$ cat src/rtl/sid_pkg.sv
// Shared types and helpers for the SID filter arithmetic datapath.
// Latency: none (types and pure functions only).
// Backpressure: not applicable.
package sid;

    typedef logic signed [15:0] s16_t;
    typedef logic signed [23:0] s24_t;
    typedef logic signed [31:0] s32_t;
    typedef logic        [10:0] reg11_t;

    // Ladder ratio of the original 6581 silicon; the ladder lacks its termination resistor.
    localparam real R2_DIV_R_6581 = 2.20;
    localparam int  TERM_6581     = 0;

    // Parallel combination of two finite resistances.
    function automatic real par(input real x, input real y);
        return (x * y) / (x + y);
    endfunction

endpackage

$ cat src/rtl/sid_r2r_dac.sv
// MOS6581 filter-cutoff DAC; build option SID_DAC_NONLINEAR_EN selects R-2R ladder ROM vs ideal.
// Latency: 1 cycle, vout at edge n+1 reflects vin sampled at edge n; async active-high reset clears it.
// Backpressure: none, a new code is accepted every cycle.
module sid_r2r_dac
    import sid::*;
#(
    parameter int  BITS     = 11,
    parameter real R2_DIV_R = 2.20,
    parameter int  TERM     = 0
) (
    input  logic            clk,
    input  logic            rst,
    input  logic [BITS-1:0] vin,
    output logic [BITS-1:0] vout
);

    localparam int FULL = (1 << BITS) - 1;

`ifdef SID_DAC_NONLINEAR_EN

    // Voltage contributed at the ladder output by bit k alone (unnormalised).
    // A missing termination is modelled as an open circuit (infinite Rn).
    function automatic real ladder_weight(input int k);
        real vn;
        real r;
        real r2;
        real rn;
        real i_n;
        bit  rn_inf;
        vn     = 1.0;
        r      = 1.0;
        r2     = R2_DIV_R;
        rn_inf = (TERM == 0);
        rn     = rn_inf ? 0.0 : r2;
        // Resistance looking down from bit k through all lower bits.
        for (int j = 0; j < k; j++) begin
            if (rn_inf) begin
                rn     = r + r2;
                rn_inf = 1'b0;
            end else begin
                rn = r + par(r2, rn);
            end
        end
        // Source node of bit k: driven through its own 2R leg.
        if (rn_inf) begin
            rn = r2;
        end else begin
            rn = par(r2, rn);
            vn = vn * rn / r2;
        end
        // Divide down through each higher rung towards the output.
        for (int j = k + 1; j < BITS; j++) begin
            rn  = rn + r;
            i_n = vn / rn;
            rn  = par(r2, rn);
            vn  = rn * i_n;
        end
        return vn;
    endfunction

    // Normalised, rounded, clamped output for one input code.
    function automatic logic [BITS-1:0] ladder_code(input int code);
        real wsum;
        real acc;
        real w;
        real x;
        int  q;
        wsum = 0.0;
        acc  = 0.0;
        for (int k = 0; k < BITS; k++) begin
            w    = ladder_weight(k);
            wsum = wsum + w;
            if (code[k]) begin
                acc = acc + w;
            end
        end
        x = (acc * real'(FULL)) / wsum + 0.5;
        q = $rtoi(x);
        if (q > FULL) begin
            q = FULL;
        end
        if (q < 0) begin
            q = 0;
        end
        return q[BITS-1:0];
    endfunction

    logic [BITS-1:0] rom [1 << BITS];

    // Every ROM word is a constant fixed at elaboration; no real arithmetic survives into hardware.
    for (genvar g = 0; g < (1 << BITS); g++) begin : g_rom
        localparam logic [BITS-1:0] ENTRY = ladder_code(g);
        assign rom[g] = ENTRY;
    end

    // Registered ROM lookup.
    always_ff @(posedge clk or posedge rst) begin
        if (rst) begin
            vout <= '0;
        end else begin
            vout <= rom[vin];
        end
    end

`else

    // A ladder with no usable configuration has no meaningful output; hold zero so it is noticed.
    localparam bit CFG_OK = ((TERM == 0) || (TERM == 1)) && (R2_DIV_R > 0.0);

    // Ideal DAC: the code passes straight through one register stage.
    always_ff @(posedge clk or posedge rst) begin
        if (rst) begin
            vout <= '0;
        end else begin
            vout <= CFG_OK ? vin : '0;
        end
    end

`endif

endmodule

$ cat src/rtl/sid_muladd_dac.sv
// SID filter arithmetic: signed MAC o = c +/- a*b plus 6581 cutoff DAC (SID_DAC_NONLINEAR_EN picks ladder model).
// Latency: 1 cycle on both paths; async active-high reset zeroes both outputs and drops in-flight results.
// Backpressure: none, fully pipelined, operands accepted every cycle.
module sid_muladd_dac
    import sid::*;
#(
    parameter int  BITS     = 11,
    parameter real R2_DIV_R = 2.20,
    parameter int  TERM     = 0
) (
    input  logic            clk,
    input  logic            rst,
    input  s32_t            c,
    input  logic            s,
    input  s16_t            a,
    input  s16_t            b,
    output s32_t            o,
    input  logic [BITS-1:0] vin,
    output logic [BITS-1:0] vout
);

    s32_t prod;
    s32_t sum;

    // 16x16 signed product always fits 32 bits, so no product truncation is possible.
    assign prod = s32_t'(a) * s32_t'(b);

    // Single add/subtract after the multiplier keeps this a plain DSP pre-register multiply-add; wraps mod 2^32.
    always_comb begin
        sum = c + prod;
        if (s) begin
            sum = c - prod;
        end
    end

    // Output register for the MAC result.
    always_ff @(posedge clk or posedge rst) begin
        if (rst) begin
            o <= '0;
        end else begin
            o <= sum;
        end
    end

    sid_r2r_dac #(
        .BITS     (BITS),
        .R2_DIV_R (R2_DIV_R),
        .TERM     (TERM)
    ) u_dac (
        .clk  (clk),
        .rst  (rst),
        .vin  (vin),
        .vout (vout)
    );

endmodule

$ cat config.mk
export PLATFORM = sky130hd
export DESIGN_NAME = sid_muladd_dac
export DESIGN_NICKNAME = d
export VERILOG_FILES = /design/src/rtl/sid_pkg.sv /design/src/rtl/sid_r2r_dac.sv /design/src/rtl/sid_muladd_dac.sv
export SDC_FILE = /design/constraint.sdc
export NUM_CORES = 1
export LEC_CHECK = 0
export CORE_AREA = 5 5 217 219
export DETAILED_ROUTE_END_ITERATION = 7
export DIE_AREA = 0 0 222 224
export GPL_ROUTABILITY_DRIVEN = 0
export PLACE_DENSITY_LB_ADDON = 0.25
export SYNTH_ARGS = -nofsm -noshare
export SYNTH_HDL_FRONTEND = slang
export SYNTH_HIERARCHICAL = 1
export SYNTH_SLANG_ARGS = --single-unit
export TNS_END_PERCENT = 1
$ cat constraint.sdc
create_clock -name clk -period 1.2 [get_ports clk]
set_input_delay 0.18 -clock clk [delete_from_list [all_inputs] [get_ports clk]]
set_output_delay 0.18 -clock clk [all_outputs]
set_load 0.05 [all_outputs]
==> summary.md, run 1 <==
| Metric | Value |
|---|---|
| Post-route ant nets | `0` |
| FMAX | `0.127 GHz` |
| Max Slew Vio Count | `0` |
| Post-synthesis sequential area ratio | `0.0813` |
| TritonCTS Sinks | `between 40 and 50` |
| Max-cap violations | `0` |
| CTS Buf Count | `5` |
| Post-synth EDFFs | `0` |
| Avg WL per Cell | `14.2 um` |
| Synth Instances | `1,470` |
| Die width | `222 um` |
| Tot GR Track Use | `0.144` |
| Share of cells above drive strength 1 | `0.274` |
| Most frequent CP cell | `fa_1` |
| Failing checks | `setup timing` |
| CP max-delay cell | `fa_2` |
| Detailed Route WL | `around 35 mm` |
| Rel. slew slack | `0.726` |
| Fin nets | `between 2,000 and 2,500` |
| Post-synthesis cell area | `approximately 13,000 um2` |
| Post-Layout Cell Count | `2,485` |
| Worst path arrival time | `~8 ns` |
| Critical path peak fanout | `6` |
| Initial core utilization | `0.295` |
| Max incr delay on CP | `approximately 0.59 ns` |
| Most common cell after layout, fill and taps aside | `buf_4` |
| Place WS | `-7.56 ns` |
| Worst Path Buf+Inv | `6` |
| Final Hold Viols | `0` |
| Bufs on Longest Clock Path | `2` |
| Yosys cell types | `between 60 and 70` |
| RSZ-0062 raised after global routing | `true` |
| Initial antenna violation count | `0` |
| Outcome | `finished with violations` |
| Synth area leader | `fa_1` |
| Total gr overflow | `0` |
| Largest net degree at the start of global routing | `33` |
| Worst Hold Class | `in2async` |
| CP Launch Point | `a[7]` |
| Synth Warn # | `6` |
| Critical path class | `in2reg` |
| Hpwl dp | `31.0 mm` |
| Ys async rst share | `1.00` |
| Synth Flop Type | `dfrtp_1` |
| Worst-margin pin slew | `a little over 0.4 ns` |
| Port bufs | `120` |
| Largest cells by area after synthesis | `fa_1 (40%), ha_1 (11%), inv_1 (8.9%)` |
| Core ar. | `44,900 um2` |
| Worst hold slack | `around 0.25 ns` |
| Vias in the first global route | `~12,000` |
| Setup TNS | `-149.94 ns` |
| DR vias/cell | `4.43` |
| H-tree depth | `2` |
| Root Buffer | `clkbuf_16` |
| WP data required | `approximately 1.4 ns` |
| Via count | `11,000` |
| Die ar. | `49,700 um2` |
| Placed insts | `approximately 2,400` |
| Pre-antenna DRT Iters | `5` |
| Layout area overhead | `42.7%` |
| CTS tree | `built` |
| Mapped Nets | `between 1,500 and 2,000` |
| Clk slew on worst S/H paths | `around 0.06 ns` |
| CP Capture Type | `flip-flop` |
| CP Launch Type | `input port` |
| Mapped Avg Cell Area | `9.01 um2` |
| Highest-count cells in the layout ignoring fill and taps | `buf_4 (309), inv_1 (306), fa_1 (256)` |
| Family with the most delay on the worst path | `adder cells` |
| Setup slack after layout | `-6.70 ns` |
| Row cnt | `~80` |
| First-pass GRT wire length | `between 50 and 60 mm` |
| DRC | `0` |
| Synthesized flop and latch total | `43` |
| IO Pins | `about 120` |
| Final setup vio count | `31` |
| Die height | `around 220 um` |
| CTS hold repair buffers | `0` |
| Tmin final | `roughly 7.9 ns` |
| Initial DRC Count | `roughly 380` |
| Synth top area share | `0.398` |
| Period utilisation layout | `6.58` |
==> cell usage after synthesis, types with 3 or more instances <==
| library cell | number |
|---|---|
| inv_1 | 314 |
| fa_1 | 263 |
| nand2_1 | 164 |
| and2_1 | 120 |
| ha_1 | 114 |
| xnor2_1 | 61 |
| a21oi_1 | 56 |
| nor2_1 | 55 |
| clkbuf_1 | 43 |
| dfrtp_1 | 43 |
| xor2_1 | 35 |
| o21ai_0 | 31 |
| nand3_1 | 18 |
| nand2b_1 | 14 |
| a31oi_1 | 13 |
| a21o_1 | 11 |
| nor2b_1 | 10 |
| o21a_1 | 10 |
| nor3_1 | 9 |
| and3_1 | 7 |
| o21bai_1 | 7 |
| a211oi_1 | 4 |
| a41oi_1 | 4 |
| nor3b_1 | 4 |
| o211ai_1 | 3 |
==> path summary, 6_finish.rpt <==
check                                 to  slack (ns)  cells past startpoint
min in group clk           u_dac/vout[5]        0.34                      1
min                        u_dac/vout[3]        0.25                      2
max                                o[30]       -6.70                     35
max in group asynchronous  u_dac/vout[8]        0.67                      2
==> registers in the layout (all words and copies together), names as in the netlist <==
signal	flops
o	32
u_dac/vout	11
==> layer usage <==
metal  track usage  routed length [um]
met5             0                   0
met1         0.188               15100
met3        0.0147                 847
met4        0.0135                 369
met2         0.267               18800
==> cell type report <==
cell class,instances,area (um2)
antenna,2,5.00
clock buffer,6,129
clock inverter,2,12.5
fill,4425,26000
inverter,314,1180
multi-input combinational,1066,11500
sequential,43,1080
tap,600,751
timing repair buffer,452,4200
==> kinds of logic after synthesis <==
| family | after synthesis | synth area share |
|---|---|---|
| compound gates | 170 | 0.0847 |
| xor+xnor | 97 | 0.0647 |
| fa+ha+maj | 377 | 0.505 |
| buf+inv | 361 | 0.103 |
| flops | 43 | 0.0813 |
| mux | 2 | 0.00151 |
| simple gates | 420 | 0.159 |
==> repair_timing <==
item | CTS | global route
pin swaps | 71 | 45
endpoints found under the setup margin | 32 | 31
buffers inserted | 27 | 7
gates cloned | 3 | 0
gates resized for setup | 119 | 72
==> through the flow <==
| step | utilization | area (um2) |
|---|---|---|
| 3_3_place_gp | 0.395 | 17700 |
| 4_1_cts | 0.411 | 18500 |
| 2_1_floorplan | - | 13300 |
| 6_report | 0.421 | 18900 |
| 5_1_grt | 0.421 | 18900 |
| 3_5_place_dp | 0.395 | 17700 |
Power of run 1 is not shown: default switching activity piles up to over one toggle a cycle in this logic, so the estimate is an artifact.
==> inputs of run 2 (changes only) <==
Settings changed: CORE_AREA 5 5 217 219 to 2 2 185 187, DIE_AREA 0 0 222 224 to 0 0 187 189, RECOVER_POWER from default to 50.
==> summary.md, run 2 (synthesized netlist as in run 1, its figures left out) <==
| Metric | Value |
|---|---|
| Core ar. | `roughly 33,000 um2` |
| CTS tree | `built` |
| First-pass GRT wire length | `~60 mm` |
| CP max-delay cell | `fa_1` |
| CTS Buf Count | `5` |
| DR vias/cell | `around 4.8` |
| Util after Layout | `0.574` |
| Setup slack after layout | `-6.50 ns` |
| Max-cap violations | `0` |
| Most common cell after layout, fill and taps aside | `buf_4` |
| Worst path arrival time | `~7.9 ns` |
| Max reg flops | `32` |
| Hpwl dp | `a little under 30 mm` |
| Clk slew on worst S/H paths | `roughly 0.06 ns` |
| DRC | `0` |
| Family with the most delay on the worst path | `adder cells` |
| Pre-antenna DRT Iters | `5` |
| Post-route ant nets | `0` |
| Vias in the first global route | `around 13,000` |
| Detailed Route WL | `roughly 35 mm` |
| Total gr overflow | `0` |
| Fin nets | `around 2,400` |
| Largest regs | `o: 32 flops, u_dac/vout: 11 flops` |
| Highest-count cells in the layout ignoring fill and taps | `buf_4 (337), inv_1 (302), fa_1 (252)` |
| Via count | `around 11,000` |
| CP Capture Type | `flip-flop` |
| IO Pins | `about 120` |
| Worst-margin pin slew | `roughly 0.73 ns` |
| Avg WL per Cell | `14.8 um` |
| Die height | `~190 um` |
| Worst Hold Class | `in2async` |
| Initial core utilization | `0.398` |
| Place WS | `-7.49 ns` |
| Worst Path Buf+Inv | `17` |
| Layout area overhead | `44.2%` |
| Final Hold Viols | `0` |
| Tmin final | `between 7 and 8 ns` |
| Critical path class | `in2reg` |
| Port bufs | `between 100 and 150` |
| Final setup vio count | `31` |
| Initial antenna violation count | `0` |
| WP data required | `about 1.4 ns` |
| Critical path peak fanout | `7` |
| Register Area | `1080 um2` |
| Largest net degree at the start of global routing | `33` |
| Max incr delay on CP | `roughly 0.53 ns` |
| Failing checks | `setup timing` |
| H-tree depth | `2` |
| Fill cells | `about 3,000` |
| N_diodes | `0` |
| RSZ-0062 raised after global routing | `true` |
| Multi-input logic area | `roughly 12,000 um2` |
| Rel. slew slack | `0.515` |
| Share of cells above drive strength 1 | `0.312` |
| Period utilisation layout | `6.42` |
| Most frequent CP cell | `buf_4` |
| CP Launch Type | `input port` |
| Tot GR Track Use | `0.204` |
| Initial DRC Count | `approximately 480` |
| FMAX | `between 0.1 and 0.15 GHz` |
| Root Buffer | `clkbuf_16` |
| Outcome | `finished with violations` |
| Die width | `between 150 and 200 um` |
| Max Slew Vio Count | `0` |
| Bufs on Longest Clock Path | `2` |
| Die ar. | `between 30,000 and 40,000 um2` |
| TritonCTS Sinks | `between 40 and 50` |
| Row cnt | `67` |
| Setup TNS | `-147.31 ns` |
| Reg with most FFs | `o` |
run 2: changes by cell type in the layout (fill, tap and decap cells not counted), moves of 6 or more:
cell	change
o21ai_1	+7
o21ai_0	-6
buf_6	+9
a21oi_2	+6
dlygate4sd3_1	+12
ha_1	-11
ha_4	+8
and2_4	+8
and2_1	-8
buf_2	+7
clkdlybuf4s50_1	-18
buf_4	+28
run 2: repair_timing:
action,in CTS,in global routing
gates resized for setup,237,70
endpoints found under the setup margin,32,31
buffers inserted,52,8
hold buffers,0,0
pin swaps,112,63
gates cloned,2,0
run 2: layout make-up:
class,count,share of cell area
tap,448,0.0294
timing repair buffer,480,0.232
clock buffer,5,0.00655
sequential,43,0.0564
clock inverter,3,0.00354
multi-input combinational,1066,0.611
inverter,314,0.0617
run 2: path summary, 6_finish.rpt:
kind                         from  cells after the start  slack, ns             to
setup / recovery             b[3]                     39      -6.50          o[20]
hold / removal                rst                      2       0.34  u_dac/vout[0]
min in group clk           vin[2]                      1       0.44  u_dac/vout[2]
max in group asynchronous     rst                      3       0.17          o[27]
run 2: metrics by stage:
step                instance area (um2)  hold WS (ns)  cells
finish                            19100         0.339   2359
global route                      19100         0.372   2359
CTS                               18700         0.213   2351
detailed placement                17600         0.525   2289
global placement                  17600         0.514   2289
floorplan                         13300        0.0324   1470
run 2: per-layer routing:
layer	up-vias	wire length [um]	track usage
li1	5383	-	-
met1	5750	14400	0.257
met2	196	18700	0.379
met3	56	1050	0.0215
met4	0	691	0.0406
met5	-	0	0
Power of run 2 is left out for the same reason.
